`config.mk`:
```
export PLATFORM = sky130hd
export DESIGN_NAME = pb_field_serializer
export DESIGN_NICKNAME = d
export VERILOG_FILES = /design/src/rtl/pb_pkg.sv /design/src/rtl/pb_value_prep.sv /design/src/rtl/pb_field_serializer.sv
export SDC_FILE = /design/constraint.sdc
export NUM_CORES = 1
export LEC_CHECK = 0
export ABC_AREA = 1
export CAP_MARGIN = 20
export CORE_ASPECT_RATIO = 1.2
export CORE_MARGIN = 3
export CORE_UTILIZATION = 55
export CTS_BUF_LIST = sky130_fd_sc_hd__clkbuf_2 sky130_fd_sc_hd__clkbuf_4 sky130_fd_sc_hd__clkbuf_8
export CTS_CLUSTER_DIAMETER = 200
export DETAILED_ROUTE_END_ITERATION = 10
export HOLD_SLACK_MARGIN = 0.1
export PLACE_DENSITY = 0.87
export SLEW_MARGIN = 30
export SYNTH_ARGS = -nofsm -noshare
export SYNTH_HDL_FRONTEND = slang
export SYNTH_SLANG_ARGS = --single-unit
```
`constraint.sdc`:
```
create_clock -name clk -period 4 [get_ports clk]
set_input_delay 0.4 -clock clk [delete_from_list [all_inputs] [get_ports clk]]
set_output_delay 0.4 -clock clk [all_outputs]
set_load 0.01 [all_outputs]
```
`src/rtl/pb_pkg.sv`:
```
// rtl/pb_pkg.sv - shared protobuf field/wire type definitions and helpers
package pb_pkg;

  typedef enum logic [4:0] {
    FT_DOUBLE   = 5'd1,
    FT_FLOAT    = 5'd2,
    FT_INT64    = 5'd3,
    FT_UINT64   = 5'd4,
    FT_INT32    = 5'd5,
    FT_FIXED64  = 5'd6,
    FT_FIXED32  = 5'd7,
    FT_BOOL     = 5'd8,
    FT_STRING   = 5'd9,
    FT_GROUP    = 5'd10,
    FT_MESSAGE  = 5'd11,
    FT_BYTES    = 5'd12,
    FT_UINT32   = 5'd13,
    FT_ENUM     = 5'd14,
    FT_SFIXED32 = 5'd15,
    FT_SFIXED64 = 5'd16,
    FT_SINT32   = 5'd17,
    FT_SINT64   = 5'd18
  } field_type_e;

  typedef enum logic [2:0] {
    WT_VARINT = 3'd0,
    WT_I64    = 3'd1,
    WT_LEN    = 3'd2,
    WT_I32    = 3'd5
  } wire_type_e;

  // Key register width; {field_id, wire_type} never exceeds 32 bits.
  localparam int KEY_W = 32;

  function automatic wire_type_e wire_type_of(input field_type_e ft);
    case (ft)
      FT_DOUBLE, FT_FIXED64, FT_SFIXED64: return WT_I64;
      FT_FLOAT, FT_FIXED32, FT_SFIXED32:  return WT_I32;
      default:                            return WT_VARINT;
    endcase
  endfunction

  function automatic logic [63:0] zigzag64(input logic [63:0] v);
    return {v[62:0], 1'b0} ^ {64{v[63]}};
  endfunction

  // Length-delimited and group types are handled elsewhere, so they are rejected here.
  function automatic logic is_supported(input logic [4:0] t);
    return ((t >= FT_DOUBLE) && (t <= FT_BOOL)) || ((t >= FT_UINT32) && (t <= FT_SINT64));
  endfunction

endpackage

```
`src/rtl/pb_value_prep.sv`:
```
// rtl/pb_value_prep.sv - maps field type and raw value to the value the shifter emits
module pb_value_prep
  import pb_pkg::*;
(
  input  logic [4:0]  field_type,
  input  logic [63:0] value,
  output logic [2:0]  wire_type,
  output logic [63:0] prep_value,
  output logic        is_fixed,
  output logic [3:0]  fixed_len
);

  field_type_e ft;
  logic [31:0] zz32;

  assign ft   = field_type_e'(field_type);
  assign zz32 = {value[30:0], 1'b0} ^ {32{value[31]}};

  // Per-type value mapping; fixed types bypass varint and emit raw little-endian bytes.
  always_comb begin
    wire_type  = wire_type_of(ft);
    prep_value = value;
    is_fixed   = 1'b0;
    fixed_len  = 4'd0;
    case (ft)
      FT_INT32, FT_ENUM: prep_value = {{32{value[31]}}, value[31:0]};
      FT_UINT32:         prep_value = {32'b0, value[31:0]};
      FT_BOOL:           prep_value = {63'b0, value[0]};
      FT_SINT32:         prep_value = {32'b0, zz32};
      FT_SINT64:         prep_value = zigzag64(value);
      FT_FIXED32, FT_SFIXED32, FT_FLOAT: begin
        prep_value = {32'b0, value[31:0]};
        is_fixed   = 1'b1;
        fixed_len  = 4'd4;
      end
      FT_FIXED64, FT_SFIXED64, FT_DOUBLE: begin
        is_fixed  = 1'b1;
        fixed_len = 4'd8;
      end
      default: prep_value = value;
    endcase
  end

endmodule

```
`src/rtl/pb_field_serializer.sv`:
```
// rtl/pb_field_serializer.sv - serializes one scalar protobuf field into wire-format bytes
module pb_field_serializer
  import pb_pkg::*;
#(
  parameter int FID_W = 29,
  parameter int CNT_W = 32
) (
  input  logic             clk,
  input  logic             rst,
  input  logic             in_valid,
  output logic             in_ready,
  input  logic [FID_W-1:0] in_field_id,
  input  logic [4:0]       in_field_type,
  input  logic [63:0]      in_value,
  output logic             out_valid,
  input  logic             out_ready,
  output logic [7:0]       out_data,
  output logic             out_last,
  output logic             err,
  input  logic             cnt_clr,
  output logic [CNT_W-1:0] byte_count,
  output logic [CNT_W-1:0] field_count
);

  localparam logic [1:0] ST_IDLE = 2'd0;
  localparam logic [1:0] ST_KEY  = 2'd1;
  localparam logic [1:0] ST_VAL  = 2'd2;

  logic [1:0]       state_q, state_d;
  logic [KEY_W-1:0] key_q, key_d;
  logic [63:0]      val_q, val_d;
  logic             fixed_q, fixed_d;
  logic [3:0]       fix_cnt_q, fix_cnt_d;
  logic             err_q, err_d;
  logic [CNT_W-1:0] byte_count_q, byte_count_d;
  logic [CNT_W-1:0] field_count_q, field_count_d;

  logic [2:0]  prep_wire;
  logic [63:0] prep_value;
  logic        prep_fixed;
  logic [3:0]  prep_len;
  logic        accept;
  logic        out_hs;

  pb_value_prep u_prep (
    .field_type (in_field_type),
    .value      (in_value),
    .wire_type  (prep_wire),
    .prep_value (prep_value),
    .is_fixed   (prep_fixed),
    .fixed_len  (prep_len)
  );

  assign in_ready    = (state_q == ST_IDLE) && !rst;
  assign accept      = in_valid && in_ready;
  assign out_hs      = out_valid && out_ready;
  assign err         = err_q;
  assign byte_count  = byte_count_q;
  assign field_count = field_count_q;

  // Output byte is formed directly from the current shift register, so it holds under backpressure.
  always_comb begin
    out_valid = (state_q != ST_IDLE);
    out_data  = 8'h00;
    out_last  = 1'b0;
    case (state_q)
      ST_KEY: out_data = {|key_q[KEY_W-1:7], key_q[6:0]};
      ST_VAL: begin
        if (fixed_q) begin
          out_data = val_q[7:0];
          out_last = (fix_cnt_q == 4'd1);
        end else begin
          out_data = {|val_q[63:7], val_q[6:0]};
          out_last = ~|val_q[63:7];
        end
      end
      default: ;
    endcase
  end

  // Field FSM: accept/reject in IDLE, then shift out key varint and value bytes.
  always_comb begin
    state_d   = state_q;
    key_d     = key_q;
    val_d     = val_q;
    fixed_d   = fixed_q;
    fix_cnt_d = fix_cnt_q;
    err_d     = 1'b0;
    case (state_q)
      ST_IDLE: begin
        if (accept) begin
          if (!is_supported(in_field_type) || (in_field_id == '0)) begin
            err_d = 1'b1;
          end else begin
            key_d     = KEY_W'({in_field_id, prep_wire});
            val_d     = prep_value;
            fixed_d   = prep_fixed;
            fix_cnt_d = prep_len;
            state_d   = ST_KEY;
          end
        end
      end
      ST_KEY: begin
        if (out_ready) begin
          key_d = key_q >> 7;
          if (key_q[KEY_W-1:7] == '0) state_d = ST_VAL;
        end
      end
      ST_VAL: begin
        if (out_ready) begin
          if (fixed_q) begin
            val_d     = val_q >> 8;
            fix_cnt_d = fix_cnt_q - 4'd1;
          end else begin
            val_d = val_q >> 7;
          end
          if (out_last) state_d = ST_IDLE;
        end
      end
      default: state_d = ST_IDLE;
    endcase
  end

  // Counters: a clear coinciding with a handshake keeps that handshake.
  always_comb begin
    byte_count_d  = cnt_clr ? CNT_W'(out_hs) : byte_count_q + CNT_W'(out_hs);
    field_count_d = cnt_clr ? CNT_W'(out_hs && out_last)
                            : field_count_q + CNT_W'(out_hs && out_last);
  end

  // State and datapath registers; reset discards any field in flight.
  always_ff @(posedge clk) begin
    if (rst) begin
      state_q       <= ST_IDLE;
      key_q         <= '0;
      val_q         <= '0;
      fixed_q       <= 1'b0;
      fix_cnt_q     <= 4'd0;
      err_q         <= 1'b0;
      byte_count_q  <= '0;
      field_count_q <= '0;
    end else begin
      state_q       <= state_d;
      key_q         <= key_d;
      val_q         <= val_d;
      fixed_q       <= fixed_d;
      fix_cnt_q     <= fix_cnt_d;
      err_q         <= err_d;
      byte_count_q  <= byte_count_d;
      field_count_q <= field_count_d;
    end
  end

endmodule

```
==> results.yml, run 1 <==
timing:
  rsz0062_at_grt: "no"
  fin_ws_ns: 0.844
  min_period_over_period_pct: 78.9
  tightest_slew_ns: 0.926
  max_slew_margin_pct: 38.2
  tns_ns: 0
  period_minus_slack_ns: 3.16
  final-max-slew-violation-count: 0
  setup_violations: 0
  max_freq_mhz: 317
  clock_skew_ns: 0.0124
  hold_viol: 0
floorplanning:
  num_rows: 55
  die_h_um: 158
  fp.dieW_um: 133
  coreArea_um2: 18900
  pin_count: 179
  initial_utilization_pct: 56.1
  dieArea_um2: 21000
synthesis:
  synth_seq_cells: 168
  ys_seq_area_share_pct: 31.7
  synth_top_area_share_pct: 31.7
  synth-simple-area-share_pct: 33.3
  synth_area_per_cell_um2: 6.10
  postSynthCellCount: 1740
  muxShareOfSynthArea_pct: 0
  synth_top_family_by_area: "simple AND/OR/NAND/NOR gates"
  netlist_top_cells_area: "dfxtp_1, nand2_1, nor2_1"
  synthAdderAreaFrac_pct: 1.06
  synth_xor_xnor_area_share_pct: 3.38
  yosys.area.top_type: "dfxtp_1"
  synth_fp_nets: 1852
  synth_edf_count: 0
  async_flop_share_pct: 0
  synthFlopType: "dfxtp_1"
  synth.distinct_cells: 44
  synth_area_um2: 10600
  synth_compound_area_share_pct: 20.2
  yosysWarnings: 0
critical_path:
  path_class: "flop to flop"
  reg2reg_slack_ns: 0.84
  setup.worst_path.end_class: "flop"
  rr_worst_depth: 23
  crit_arrival_ns: 3.57
  cp_max_fo: 4
  worstSetupStartpoint: "val_q[18]"
  r2r_end: "field_count[28]"
  crit_required_ns: 4.42
  worstSetupStartpointType: "flop"
  rr_startpoint: "val_q[18]"
cells_and_area:
  drive_gt1_share_pct: 4.32
  syn_to_final_growth_pct: 20.4
  final_common_cell: "nand2_1"
  fill_cells: 1674
  layout_common_cells: "nand2_1, nor2_1, a21oi_1"
  antennaDiodeCount: 0
  fin_area_um2: 12800
  final_core_util_pct: 67.5
  instances_no_fill: 2129
  nets: 1972
flow_run:
  cap_violations: 0
route:
  wl_per_cell_um: 13.6
  drt_wl_total_um: 28900
  vias: 11500
  routed_via_density: 5.42
  drt_first_pass_iters: 5
  postRouteAntennaNets: 0
  drc: 0
  drt-initial-drc-count: 1004
hold_path:
  min_path_type: "input pin to flop"
  min_to: "val_q[63]"
  hold_path.startpoint: "in_value[63]"
  holdPathStages: 5
power:
  combPwrFrac_pct: 36.8
  pwr-share-clk_pct: 22.7
  p_int_mw: 3.08
  p_sw_mw: 2.15
  leakage_nw: 5.08
  swShare_pct: 41.2
  power_density_nw_per_um2: 409
  ir_worst_vdd_uv: 309
  power_frac_seq_pct: 40.5
global_route:
  grtUsageTotal_pct: 26.9
  grt_pass1_vias: 10600
  grt_overflow: 0
  grt_pass1_wl_um: 47800
  grt_max_degree: 93
  antenna_found_initial: 0
place:
  dp_cells: 2097
  port_buffers: 178
  place_ws_ns: 0.877
  place_congestion: 0.933
  placed_cell_area_um2: 12400
  hpwlAfterDp_um: 20900
clock_tree:
  clock_path_buffers: 2
  cts-root-buf: "clkbuf_8"
  clkLatencyLatePin_ns: 0.47
  cts-htree-levels: 4
  cts_buffers: 17
  tritoncts: "built"
  clock-sinks: 168
  cts_resized: 0
  clk_pin_slew_ns: 0.10
  hold_buffers: 0
  post_cts_buffers: 0
run_status:
  status: "completed"
cell type report:
cell class                      count  area (um2)  area share, %
Clock inverter                     15         149           1.17
Tap cell                          256         320           2.51
Multi-Input combinational cell   1307        6160           48.2
Timing Repair Buffer              196        1910           15.0
Inverter                          170         638           5.00
Sequential cell                   168        3360           26.3
Clock buffer                       17         234           1.83
sequential cells by signal (all words and copies together), names as in the netlist:
| register | flops |
|---|---|
| state_q | 2 |
| fix_cnt_q | 4 |
| fixed_q | 1 |
| val_q | 64 |
| field_count | 32 |
| key_q | 32 |
| byte_count | 32 |
| err | 1 |
worst max-delay path: stages (launching register included):
cell and delay, ns:
dfxtp_1 0.34, nor2_1 0.10, nand2_1 0.07, nor2_1 0.16, nand2_1 0.07, nor2_1 0.13, nand2_1 0.06, nand2_1 0.06
nand2_1 0.08, nor2_1 0.13, nand2_1 0.09, inv_1 0.06, ha_1 0.15, ha_1 0.18, nand3_1 0.12, nor2_1 0.19
nand2_1 0.11, nor2_1 0.20, nand2_1 0.10, nor3_1 0.22, nand3_1 0.15, o21bai_1 0.17, inv_1 0.06, nor2_1 0.11
layer usage:
layer,part of all wire (%),global-route usage [%],vias to the layer above
met2,49,46.8,426
met4,3.2,11.4,0
met1,41,33.2,5156
li1,-,-,5867
met3,6.3,4.45,80
met5,0,0,-
worst max path at each step:
stage / end / slack (ns)
3_3_place_gp: byte_count[22] / 0.95
3_5_place_dp: field_count[28] / 0.88
6_report: field_count[28] / 0.84
4_1_cts: out_data[7] / 0.81
2_1_floorplan: field_count[28] / 0.97
5_1_grt: field_count[28] / 0.25
metrics by stage:
step	hold WS, ns	total power, mW
6_report	0.448	5.23
5_1_grt	0.463	5.62
4_1_cts	0.437	5.22
3_5_place_dp	0.452	4.04
3_3_place_gp	0.451	3.99
2_1_floorplan	0.439	3.60
synthesized netlist by cell type (2+ instances only):
master	number
nor2_1	279
clkbuf_1	55
ha_1	9
clkinv_1	2
nor2_4	3
nand3_2	2
a211oi_1	3
xnor2_1	6
nor3_2	2
nor2_2	3
o21bai_1	2
nand3_4	2
inv_1	164
o21ai_0	148
inv_2	4
nand4_1	38
xor2_1	35
buf_6	7
o211ai_1	31
nor4_1	2
or2_2	4
a21oi_1	190
nand2_1	449
nor3_1	25
nor3b_1	6
o21ai_1	12
a31oi_1	3
dfxtp_1	168
o21ai_2	3
buf_2	20
buf_4	7
nand3_1	37
o21a_1	2
buf_1	6
nand3b_1	2
kinds of logic after synthesis:
logic type / count (synthesis)
and+or+nand+nor: 857
AOI/OAI and AO/OA: 400
buffers and inverters: 265
DFF: 168
xor gates and xnor gates: 41
adders and majority gates: 9
power by group through the flow:
stage	Clock (mW)	Sequential (mW)	Combinational (mW)
floorplan	0	2.10	1.50
global placement	0	2.13	1.86
detailed placement	0	2.15	1.89
CTS	1.20	2.11	1.91
global route	1.26	2.15	2.21
finish	1.18	2.12	1.92
No activity file was read; power rests on OpenSTA's default activity.
==> run 2: changes to the inputs <==
- clock period: 4 -> 2.91 ns (I/O delays scaled with it)
==> run 2 against run 1 <==
  * Sequential power rose by 37%
  * Flip-flop and latch count did not move
  * Routed wire length rose by 4.1%
  * Worst setup slack got worse by 0.80 ns
  * Die area did not move
  * Clock-buffer cell count rose by 3
  * Clock skew fell by 0.0012 ns
  * Power rose by 41%
  * First-iteration DRC count fell by 5.6%
  * Combinational power rose by 44%
  * Critical path type unchanged
==> results.yml, run 2 (synthesis gave the netlist of run 1 again) <==
timing:
  clock_skew_ns: 0.0112
  rsz0062_at_grt: "yes"
  tightest_slew_ns: 0.897
  final-max-slew-violation-count: 0
  max_slew_margin_pct: 40.2
  hold_viol: 0
  tns_ns: 0
  min_period_over_period_pct: 98.5
  period_minus_slack_ns: 2.87
  max_freq_mhz: 349
  fin_ws_ns: 0.0424
  whs_ns: 0.373
  setup_violations: 0
critical_path:
  crit_required_ns: 3.29
  r2r_end: "field_count[31]"
  setup.worst_path.end_class: "flop"
  worstSetupStartpointType: "flop"
  crit_arrival_ns: 3.25
  path_class: "flop to flop"
  rr_startpoint: "val_q[38]"
  rr_worst_depth: 23
  reg2reg_slack_ns: 0.04
  cp_max_fo: 4
route:
  postRouteAntennaNets: 0
  vias: 11800
  wl_per_cell_um: 13.9
  drc: 0
  drt-initial-drc-count: 948
  drt_first_pass_iters: 6
  routed_via_density: 5.48
  drt_wl_total_um: 30100
global_route:
  antenna_found_initial: 1
  grt_max_degree: 93
  grtUsageTotal_pct: 27.2
  grt_pass1_wl_um: 47800
  grt_pass1_vias: 10600
  grt_overflow: 0
run_status:
  status: "completed"
floorplanning:
  die_h_um: 158
  initial_utilization_pct: 56.1
  fp.dieW_um: 133
  coreArea_um2: 18900
  dieArea_um2: 21000
  pin_count: 179
  num_rows: 55
cells_and_area:
  antennaDiodeCount: 0
  final_common_cell: "nand2_1"
  drive_gt1_share_pct: 8.45
  regMostFlops: "val_q"
  largest_reg_flops: 64
  nets: 2005
  syn_to_final_growth_pct: 25.3
  fin_area_um2: 13300
  layout_common_cells: "nand2_1, nor2_1, a21oi_1"
place:
  hpwlAfterDp_um: 21700
  port_buffers: 178
  placed_cell_area_um2: 12600
  place_congestion: 0.906
  place_ws_ns: -0.157
clock_tree:
  cts_buffers: 17
  tritoncts: "built"
  clock-sinks: 168
  clkLatencyLatePin_ns: 0.47
  clock_path_buffers: 2
  clk_pin_slew_ns: 0.09
  hold_buffers: 0
  cts-htree-levels: 4
  cts-root-buf: "clkbuf_8"
flow_run:
  cap_violations: 0
hold_path:
  min_path_type: "input pin to flop"
  hold_path.startpoint: "in_valid"
  min_to: "err"
  holdPathStages: 3
power:
  p_total_mw: 7.40
  power_density_nw_per_um2: 556
  leakage_nw: 5.33
  ir_worst_vdd_uv: 524
run 2: how the worst max path moves through the flow:
stage	start	to	depth (start not counted)
floorplan	state_q[0]	field_count[28]	21
global placement	out_ready	field_count[28]	18
detailed placement	out_ready	field_count[31]	17
CTS	val_q[38]	field_count[31]	23
global route	val_q[38]	field_count[31]	23
finish	val_q[38]	field_count[31]	23
run 2: per-stage QoR:
stage,utilization [%],cells
finish,70.3,2162
global route,70.3,2162
CTS,68.9,2152
detailed placement,66.6,2120
global placement,66.6,2120
floorplan,-,1740
run 2: per-layer routing:
| layer | up-vias | global-route usage, % | wire, um |
|---|---|---|---|
| li1 | 5935 | - | - |
| met2 | 461 | 49.1 | 15200 |
| met3 | 79 | 3.81 | 1840 |
| met5 | - | 0 | 0 |
| met4 | 0 | 13.2 | 1120 |
| met1 | 5368 | 31.6 | 11900 |
run 2: repair_timing:
| action | CTS | global route |
|---|---|---|
| setup endpoints to repair | 6 | 24 |
| endpoints found under the hold margin | 0 | 0 |
| pin swaps | 2 | 18 |
| resized for setup | 10 | 55 |
| buffers inserted | 0 | 10 |
run 2: area by class of cell:
type | count | area (um2)
sequential | 168 | 3370
multi-input combinational | 1307 | 6360
tap | 256 | 320
timing repair buffer | 229 | 2210
clock inverter | 12 | 141
clock buffer | 20 | 263
inverter | 170 | 638
fill | 1636 | 5630
run 2: critical path: stages, from the launching register on:
cell	delay, ns
dfxtp_2	0.34
nor2_2	0.11
nand2_1	0.07
nor2_2	0.12
nand2_1	0.07
nor2_2	0.14
nand2_1	0.08
nand2_2	0.08
nand2_4	0.06
nor2_4	0.13
nand2_2	0.07
inv_2	0.07
ha_4	0.15
nand3_2	0.11
inv_2	0.11
nand2_4	0.07
nor2_4	0.14
nand2_4	0.08
nor3_4	0.20
nand2_2	0.13
nor3_2	0.18
nand2_1	0.12
nand2_1	0.10
nor2_1	0.04
run 2: where the power goes:
part / internal (mW) / switching (mW) / leakage, nW
clock: 0.815 / 0.903 / 0.190
sequential: 2.67 / 0.237 / 1.37
combinational: 1.01 / 1.76 / 3.77
